**config.mk**
```make
export PLATFORM = sky130hd
export DESIGN_NAME = wrr_pkt_scheduler_flat
export DESIGN_NICKNAME = d
export VERILOG_FILES = /design/src/rtl/wrr_pkt_scheduler_if.sv /design/src/rtl/wrr_pkt_scheduler.sv /design/src/flat_wrapper.sv
export SDC_FILE = /design/constraint.sdc
export NUM_CORES = 1
export LEC_CHECK = 0
export ABC_AREA = 1
export BUFFER_PORTS_ARGS = -buffer_cell sky130_fd_sc_hd__buf_2
export CAP_MARGIN = 40
export CELL_PAD_IN_SITES_DETAIL_PLACEMENT = 2
export CELL_PAD_IN_SITES_GLOBAL_PLACEMENT = 2
export CORE_UTILIZATION = 34
export DETAILED_ROUTE_END_ITERATION = 8
export GPL_TIMING_DRIVEN = 1
export PLACE_DENSITY_LB_ADDON = 0.1
export SKIP_CTS_REPAIR_TIMING = 1
export SLEW_MARGIN = 20
export SYNTH_ARGS = -nofsm -noshare
export SYNTH_HDL_FRONTEND = slang
export SYNTH_SLANG_ARGS = --single-unit
```
**constraint.sdc**
```tcl
create_clock -name clk_i -period 6.95 [get_ports clk_i]
set_input_delay 1.0425 -clock clk_i [delete_from_list [all_inputs] [get_ports clk_i]]
set_output_delay 1.0425 -clock clk_i [all_outputs]
set_load 0.02 [all_outputs]
```
**src/rtl/wrr_pkt_scheduler_if.sv**
```systemverilog
// Channel request/weight/length bundle, formatter handshake and scheduler results
// shared between the packet scheduler and whatever drives it.
interface wrr_pkt_scheduler_if #(
  parameter int CRED_W = 8,
  parameter int WGT_W  = 4
);
  logic              slv0_req_i;
  logic              slv1_req_i;
  logic              slv2_req_i;
  logic [WGT_W-1:0]  slv0_weight_i;
  logic [WGT_W-1:0]  slv1_weight_i;
  logic [WGT_W-1:0]  slv2_weight_i;
  logic [2:0]        slv0_pkglen_i;
  logic [2:0]        slv1_pkglen_i;
  logic [2:0]        slv2_pkglen_i;
  logic              f2a_id_req_i;
  logic              pkt_done_i;
  logic [2:0]        sched_grant_o;
  logic [1:0]        sched_id_o;
  logic [5:0]        sched_len_o;
  logic              sched_busy_o;
  logic [CRED_W-1:0] slv0_credit_o;
  logic [CRED_W-1:0] slv1_credit_o;
  logic [CRED_W-1:0] slv2_credit_o;

  modport slave (
    input  slv0_req_i, slv1_req_i, slv2_req_i,
    input  slv0_weight_i, slv1_weight_i, slv2_weight_i,
    input  slv0_pkglen_i, slv1_pkglen_i, slv2_pkglen_i,
    input  f2a_id_req_i, pkt_done_i,
    output sched_grant_o, sched_id_o, sched_len_o, sched_busy_o,
    output slv0_credit_o, slv1_credit_o, slv2_credit_o
  );

  modport master (
    output slv0_req_i, slv1_req_i, slv2_req_i,
    output slv0_weight_i, slv1_weight_i, slv2_weight_i,
    output slv0_pkglen_i, slv1_pkglen_i, slv2_pkglen_i,
    output f2a_id_req_i, pkt_done_i,
    input  sched_grant_o, sched_id_o, sched_len_o, sched_busy_o,
    input  slv0_credit_o, slv1_credit_o, slv2_credit_o
  );
endinterface

```
**src/rtl/wrr_pkt_scheduler.sv**
```systemverilog
// Deficit weighted round-robin packet scheduler over three FIFO channels: one
// complete packet at a time, metered by saturating per-channel word credits.
module wrr_pkt_scheduler #(
  parameter int CRED_W = 8,
  parameter int WGT_W  = 4
) (
  input  logic                 clk_i,
  input  logic                 rstn_i,
  wrr_pkt_scheduler_if.slave   bus
);
  localparam logic [1:0] ST_IDLE      = 2'd0;
  localparam logic [1:0] ST_SELECT    = 2'd1;
  localparam logic [1:0] ST_GRANT     = 2'd2;
  localparam logic [1:0] ST_WAIT_DONE = 2'd3;

  function automatic logic [5:0] len_dec(input logic [2:0] code);
    logic [5:0] len;
    case (code)
      3'd0:    len = 6'd4;
      3'd1:    len = 6'd8;
      3'd2:    len = 6'd16;
      default: len = 6'd32;
    endcase
    return len;
  endfunction

  function automatic logic [1:0] wrap3(input logic [2:0] v);
    logic [2:0] r;
    if (v >= 3'd3) begin
      r = v - 3'd3;
    end else begin
      r = v;
    end
    return r[1:0];
  endfunction

  logic [1:0]                   state_r;
  logic [1:0]                   ptr_r;
  logic [2:0]                   grant_r;
  logic [1:0]                   id_r;
  logic [5:0]                   len_r;
  logic                         busy_r;
  logic [2:0][CRED_W-1:0]       credit_r;

  logic [2:0]                   req_s;
  logic [2:0]                   wnz_s;
  logic [2:0][WGT_W-1:0]        wgt_s;
  logic [2:0][5:0]              len_s;
  logic [2:0]                   elig_s;
  logic                         any_active_s;
  logic [2:0][CRED_W:0]         sum_s;
  logic [2:0][CRED_W-1:0]       repl_s;
  logic                         found_s;
  logic [1:0]                   win_s;
  logic [1:0]                   idx_s;

  assign req_s = {bus.slv2_req_i, bus.slv1_req_i, bus.slv0_req_i};
  assign wgt_s = {bus.slv2_weight_i, bus.slv1_weight_i, bus.slv0_weight_i};
  assign len_s = {len_dec(bus.slv2_pkglen_i), len_dec(bus.slv1_pkglen_i),
                  len_dec(bus.slv0_pkglen_i)};

  // Per-channel eligibility and the replenished credit each channel would take
  always_comb begin
    wnz_s  = 3'b000;
    elig_s = 3'b000;
    sum_s  = '{default: {(CRED_W+1){1'b0}}};
    repl_s = '{default: {CRED_W{1'b0}}};
    for (int n = 0; n < 3; n++) begin
      wnz_s[n]  = (wgt_s[n] != {WGT_W{1'b0}});
      elig_s[n] = req_s[n] && wnz_s[n] &&
                  (credit_r[n] >= {{(CRED_W-6){1'b0}}, len_s[n]});
      sum_s[n]  = {1'b0, credit_r[n]} + {{(CRED_W-1-WGT_W){1'b0}}, wgt_s[n], 2'b00};
      if (req_s[n] && wnz_s[n]) begin
        if (sum_s[n][CRED_W]) begin
          repl_s[n] = {CRED_W{1'b1}};
        end else begin
          repl_s[n] = sum_s[n][CRED_W-1:0];
        end
      end else begin
        repl_s[n] = {CRED_W{1'b0}};
      end
    end
  end

  assign any_active_s = |(req_s & wnz_s);

  // Round-robin scan starting at the pointer; first eligible channel wins
  always_comb begin
    found_s = 1'b0;
    win_s   = 2'd0;
    idx_s   = 2'd0;
    for (int k = 0; k < 3; k++) begin
      idx_s = wrap3({1'b0, ptr_r} + 3'(k));
      if (!found_s && elig_s[idx_s]) begin
        found_s = 1'b1;
        win_s   = idx_s;
      end else begin
        found_s = found_s;
      end
    end
  end

  // Scheduler FSM with registered grant/ID/length/busy and credit bookkeeping
  always_ff @(posedge clk_i or negedge rstn_i) begin
    if (!rstn_i) begin
      state_r  <= ST_IDLE;
      ptr_r    <= 2'd0;
      grant_r  <= 3'b000;
      id_r     <= 2'd0;
      len_r    <= 6'd0;
      busy_r   <= 1'b0;
      credit_r <= '{default: {CRED_W{1'b0}}};
    end else begin
      case (state_r)
        ST_IDLE: begin
          grant_r <= 3'b000;
          if (bus.f2a_id_req_i && any_active_s) begin
            state_r <= ST_SELECT;
          end else begin
            state_r <= ST_IDLE;
          end
        end
        ST_SELECT: begin
          if (found_s) begin
            id_r    <= win_s;
            len_r   <= len_s[win_s];
            grant_r <= 3'b001 << win_s;
            busy_r  <= 1'b1;
            state_r <= ST_GRANT;
          end else if (any_active_s) begin
            credit_r <= repl_s;
            state_r  <= ST_SELECT;
          end else begin
            state_r <= ST_IDLE;
          end
        end
        ST_GRANT: begin
          credit_r[id_r] <= credit_r[id_r] - {{(CRED_W-6){1'b0}}, len_r};
          ptr_r          <= wrap3({1'b0, id_r} + 3'd1);
          grant_r        <= 3'b000;
          state_r        <= ST_WAIT_DONE;
        end
        ST_WAIT_DONE: begin
          if (bus.pkt_done_i) begin
            busy_r  <= 1'b0;
            state_r <= ST_IDLE;
          end else begin
            state_r <= ST_WAIT_DONE;
          end
        end
        default: begin
          grant_r <= 3'b000;
          busy_r  <= 1'b0;
          state_r <= ST_IDLE;
        end
      endcase
    end
  end

  assign bus.sched_grant_o = grant_r;
  assign bus.sched_id_o    = id_r;
  assign bus.sched_len_o   = len_r;
  assign bus.sched_busy_o  = busy_r;
  assign bus.slv0_credit_o = credit_r[0];
  assign bus.slv1_credit_o = credit_r[1];
  assign bus.slv2_credit_o = credit_r[2];
endmodule

```
**src/flat_wrapper.sv**
```systemverilog
// flat-port wrapper written by rule: the top's interface ports become plain ports
module wrr_pkt_scheduler_flat 
#(
  parameter int CRED_W = 8,
  parameter int WGT_W  = 4
)
  (clk_i, rstn_i, bus_slv0_req_i, bus_slv1_req_i, bus_slv2_req_i, bus_slv0_weight_i, bus_slv1_weight_i, bus_slv2_weight_i, bus_slv0_pkglen_i, bus_slv1_pkglen_i, bus_slv2_pkglen_i, bus_f2a_id_req_i, bus_pkt_done_i, bus_sched_grant_o, bus_sched_id_o, bus_sched_len_o, bus_sched_busy_o, bus_slv0_credit_o, bus_slv1_credit_o, bus_slv2_credit_o);
  wrr_pkt_scheduler_if #(.CRED_W(CRED_W), .WGT_W(WGT_W)) bus_i ();
  input  logic clk_i;
  input  logic rstn_i;
  input wire logic [$bits(bus_i.slv0_req_i)-1:0] bus_slv0_req_i;
  input wire logic [$bits(bus_i.slv1_req_i)-1:0] bus_slv1_req_i;
  input wire logic [$bits(bus_i.slv2_req_i)-1:0] bus_slv2_req_i;
  input wire logic [$bits(bus_i.slv0_weight_i)-1:0] bus_slv0_weight_i;
  input wire logic [$bits(bus_i.slv1_weight_i)-1:0] bus_slv1_weight_i;
  input wire logic [$bits(bus_i.slv2_weight_i)-1:0] bus_slv2_weight_i;
  input wire logic [$bits(bus_i.slv0_pkglen_i)-1:0] bus_slv0_pkglen_i;
  input wire logic [$bits(bus_i.slv1_pkglen_i)-1:0] bus_slv1_pkglen_i;
  input wire logic [$bits(bus_i.slv2_pkglen_i)-1:0] bus_slv2_pkglen_i;
  input wire logic [$bits(bus_i.f2a_id_req_i)-1:0] bus_f2a_id_req_i;
  input wire logic [$bits(bus_i.pkt_done_i)-1:0] bus_pkt_done_i;
  output wire logic [$bits(bus_i.sched_grant_o)-1:0] bus_sched_grant_o;
  output wire logic [$bits(bus_i.sched_id_o)-1:0] bus_sched_id_o;
  output wire logic [$bits(bus_i.sched_len_o)-1:0] bus_sched_len_o;
  output wire logic [$bits(bus_i.sched_busy_o)-1:0] bus_sched_busy_o;
  output wire logic [$bits(bus_i.slv0_credit_o)-1:0] bus_slv0_credit_o;
  output wire logic [$bits(bus_i.slv1_credit_o)-1:0] bus_slv1_credit_o;
  output wire logic [$bits(bus_i.slv2_credit_o)-1:0] bus_slv2_credit_o;
  assign bus_i.slv0_req_i = bus_slv0_req_i;
  assign bus_i.slv1_req_i = bus_slv1_req_i;
  assign bus_i.slv2_req_i = bus_slv2_req_i;
  assign bus_i.slv0_weight_i = bus_slv0_weight_i;
  assign bus_i.slv1_weight_i = bus_slv1_weight_i;
  assign bus_i.slv2_weight_i = bus_slv2_weight_i;
  assign bus_i.slv0_pkglen_i = bus_slv0_pkglen_i;
  assign bus_i.slv1_pkglen_i = bus_slv1_pkglen_i;
  assign bus_i.slv2_pkglen_i = bus_slv2_pkglen_i;
  assign bus_i.f2a_id_req_i = bus_f2a_id_req_i;
  assign bus_i.pkt_done_i = bus_pkt_done_i;
  assign bus_sched_grant_o = bus_i.sched_grant_o;
  assign bus_sched_id_o = bus_i.sched_id_o;
  assign bus_sched_len_o = bus_i.sched_len_o;
  assign bus_sched_busy_o = bus_i.sched_busy_o;
  assign bus_slv0_credit_o = bus_i.slv0_credit_o;
  assign bus_slv1_credit_o = bus_i.slv1_credit_o;
  assign bus_slv2_credit_o = bus_i.slv2_credit_o;
  wrr_pkt_scheduler #(.CRED_W(CRED_W), .WGT_W(WGT_W)) u_core (.clk_i(clk_i), .rstn_i(rstn_i), .bus(bus_i));
endmodule
```
==> impl_metrics.csv <==
group,metric,value,unit
cells_and_area,finalNonFillerCells,755,
routing,vias,4025,
routing,firstDrtPassIters,4,
place,dpl_worst_slack,2660,ps
routing,vias_per_cell,5.33,
place,hpwlAfterDp,11.9,mm
power_and_ir_drop,p_total,0.00222,W
clock_tree,cts_tree,"built",
timing,finalHoldViolations,0,
synthesis,synth_ff_type,"dfrtp_1",
clock_tree,clock_sink_count,38,
critical_path,reg2reg_depth,14,
critical_path,cpPeakStageDelay,520,ps
cells_and_area,final_cell_mix,"113 x nand2_1, 87 x inv_1, 61 x buf_2",
die,dieArea,11600,um2
synthesis,synthArstFlopShare,1.00,
global_routing,grt_start_max_net_pins,21,
routing,drt-initial-drc-count,159,
cells_and_area,nets,684,
cells_and_area,area_growth_syn_to_layout,14.8,%
die,coreArea,10800,um2
critical_path,crit_path_start_kind,"input port",
synthesis,synth_largest_area_cell,"dfrtp_1",
cells_and_area,drive_gt1_frac,0.167,
global_routing,grt_antenna_before_repair,0,
cells_and_area,antenna_cells,0,
outcome,status,"finished, final reports clean",
clock_tree,htree_levels,2,
hold_path,hold_path_class,"reg -> reg",
routing,routedWlPerCell,18.8,um
clock_tree,clkSlewWorstSetupHoldPaths,90,ps
timing,timing.fmax,252,MHz
critical_path,path_cells,"buf_2 > nor3_1 > nor3_1 > inv_1 > ha_1 > nand2_1 > nand2_1 > nor2_1 > nand3_1 > nand3_1 > nand3_1 > nand2_4 > nand2_2 > o21ai_4 > inv_4 > nor3_4 > nand2_1 > o21ai_1",
power_and_ir_drop,p_leak,2.29,nW
critical_path,path_class,"in -> reg",
global_routing,grt_usage,0.263,
synthesis,synth_cells,550,
global_routing,grt_first_pass_wirelength,23.0,mm
timing,setup-tns-final,0,ps
synthesis,synth-seq-cells,38,
critical_path,path_max_fanout,12,
clock_tree,cts_buffers,5,
synthesis,synth.top_cell.area_share,0.251,
place,dp_cells,747,
die,start_util,0.349,
die,ios,64,
critical_path,cp.arrival,4200,ps
die,fp.dieW,108,um
routing,ant_nets,0,
power_and_ir_drop,ir_drop,0.188,mV
synthesis,yosys_warnings,0,
critical_path,crit_cells,18,
global_routing,grt_pass1_vias,4339,
timing,whs,495,ps
clock_tree,clockBufferDepth,2,
timing,worst_slew_pin_slew,795,ps
synthesis,synth_area,3790,um2
synthesis,seq_area_frac_synth,0.251,
clock_tree,cts_root_buffer,"clkbuf_8",
critical_path,cpMaxStageDelayCell,"nor3_4",
timing,slew_headroom,0.469,
critical_path,cp_top_family,"simple AND/OR/NAND/NOR gates",
timing,fin_ws,2970,ps
die,rows,38,
synthesis,synthTopCellsByArea,"dfrtp_1 25%, ha_1 13%, nand2_1 11%",
routing,routed_wl,14.2,mm
routing,drc_errors,0,
timing,min_period,3980,ps
die,die_h,108,um
timing,rsz0062_at_grt,"no",
place,numPortBuffers,61,
timing,setup_violations,0,
critical_path,endpoint_kind,"register",
synthesis,synth_edf_count,0,
synthesis,syn_avg_cell_area,6.88,um2
timing,drv_slew,0,
timing,skew,3.81,ps
global_routing,grt-ovfl-total,0,
run,drv_cap,0,
synthesis,yosysUniqueCellTypes,48,
clock_tree,clk_latency,300,ps
timing,fin_crit_sh,0.572,
place,place.gp.congestion,0.841,
power_and_ir_drop,power_density,510,nW/um2
hold_path,holdPathStages,2,
critical_path,cp.buffers_inverters,3,
cells_and_area,mostFrequentLayoutCell,"nand2_1",
critical_path,required,7170,ps
kinds of logic after synthesis:
logic type | count (synthesis) | share of synthesized area
simple gates | 249 | 0.298
other cells | 2 | 0.00198
fa+ha+maj | 42 | 0.145
flops | 38 | 0.251
compound gates | 109 | 0.179
buf+inv | 102 | 0.107
xor+xnor | 8 | 0.0185
worst reg2reg max path, stage by stage, from the launching register on:
cell	delay (ps)
dfrtp_1	610
inv_1	310
o21ai_0	500
o21ai_0	180
ha_1	360
o21a_1	210
or2_1	200
a21oi_1	160
or2_2	160
nand3b_1	100
xor2_1	460
nand2_1	100
o21ai_0	100
nand2_1	70
o21ai_1	90
metal layers:
metal  share of wire  global-route usage
met5               0                   0
met2            0.49               0.464
met1            0.44               0.329
met3           0.031              0.0285
met4           0.033              0.0959
state kept, by name, indices dropped and copies added (netlist names):
name / count
u_core.bus.slv2_credit_o: 8
u_core.bus.slv1_credit_o: 8
u_core.bus.sched_id_o: 2
u_core.ptr_r: 2
u_core.bus.sched_busy_o: 1
u_core.bus.sched_len_o: 4
u_core.bus.slv0_credit_o: 8
u_core.state_r: 2
u_core.bus.sched_grant_o: 3
worst paths after layout:
path / to / slack, ps / from
setup / recovery: u_core.bus.slv1_credit_o[5] / 2970 / bus_slv1_pkglen_i[0]
hold / removal: u_core.bus.sched_busy_o / 490 / u_core.bus.sched_busy_o
setup reg to reg: u_core.bus.slv1_credit_o[7] / 3270 / u_core.bus.sched_id_o[0]
hold reg to reg: u_core.bus.sched_busy_o / 490 / u_core.bus.sched_busy_o
max in group asynchronous: u_core.bus.slv0_credit_o[5] / 5720 / rstn_i
min in group asynchronous: u_core.bus.sched_grant_o[0] / 720 / rstn_i
synth_stat cells (3+ instances only):
library cell and instances:
a21oi_1 28, a22oi_1 4, buf_4 3, clkbuf_1 3, dfrtp_1 38, fa_1 3, ha_1 39, inv_1 87
inv_2 6, nand2_1 113, nand2_2 8, nand2_4 3, nand3_1 33, nand3_2 3, nand4_1 10, nor2_1 57
nor3_1 15, o211ai_1 4, o21a_1 3, o21ai_0 26, o21ai_1 15, o21ai_2 5, o22ai_1 5, xnor2_1 3
xor2_1 5
stage by stage:
stage,utilization,area [um2]
CTS,0.401,4350
global placement,0.390,4230
global route,0.401,4350
detailed placement,0.393,4260
floorplan,-,3790
finish,0.401,4350
power by group:
group | leakage, nW | internal (W) | switching (W)
Clock | 0.0482 | 0.0000804 | 0.0000907
Combinational | 1.75 | 0.000501 | 0.00112
Sequential | 0.494 | 0.000306 | 0.000117
area by class of cell:
type                       instances  area, um2
fill                            1358       6490
sequential                        38        951
timing repair buffer              62        333
inverter                          95        359
multi-input combinational        412       2440
clock inverter                     1       5.00
clock buffer                       7       86.3
tap                              140        175
(Power assumes the default switching activity.)
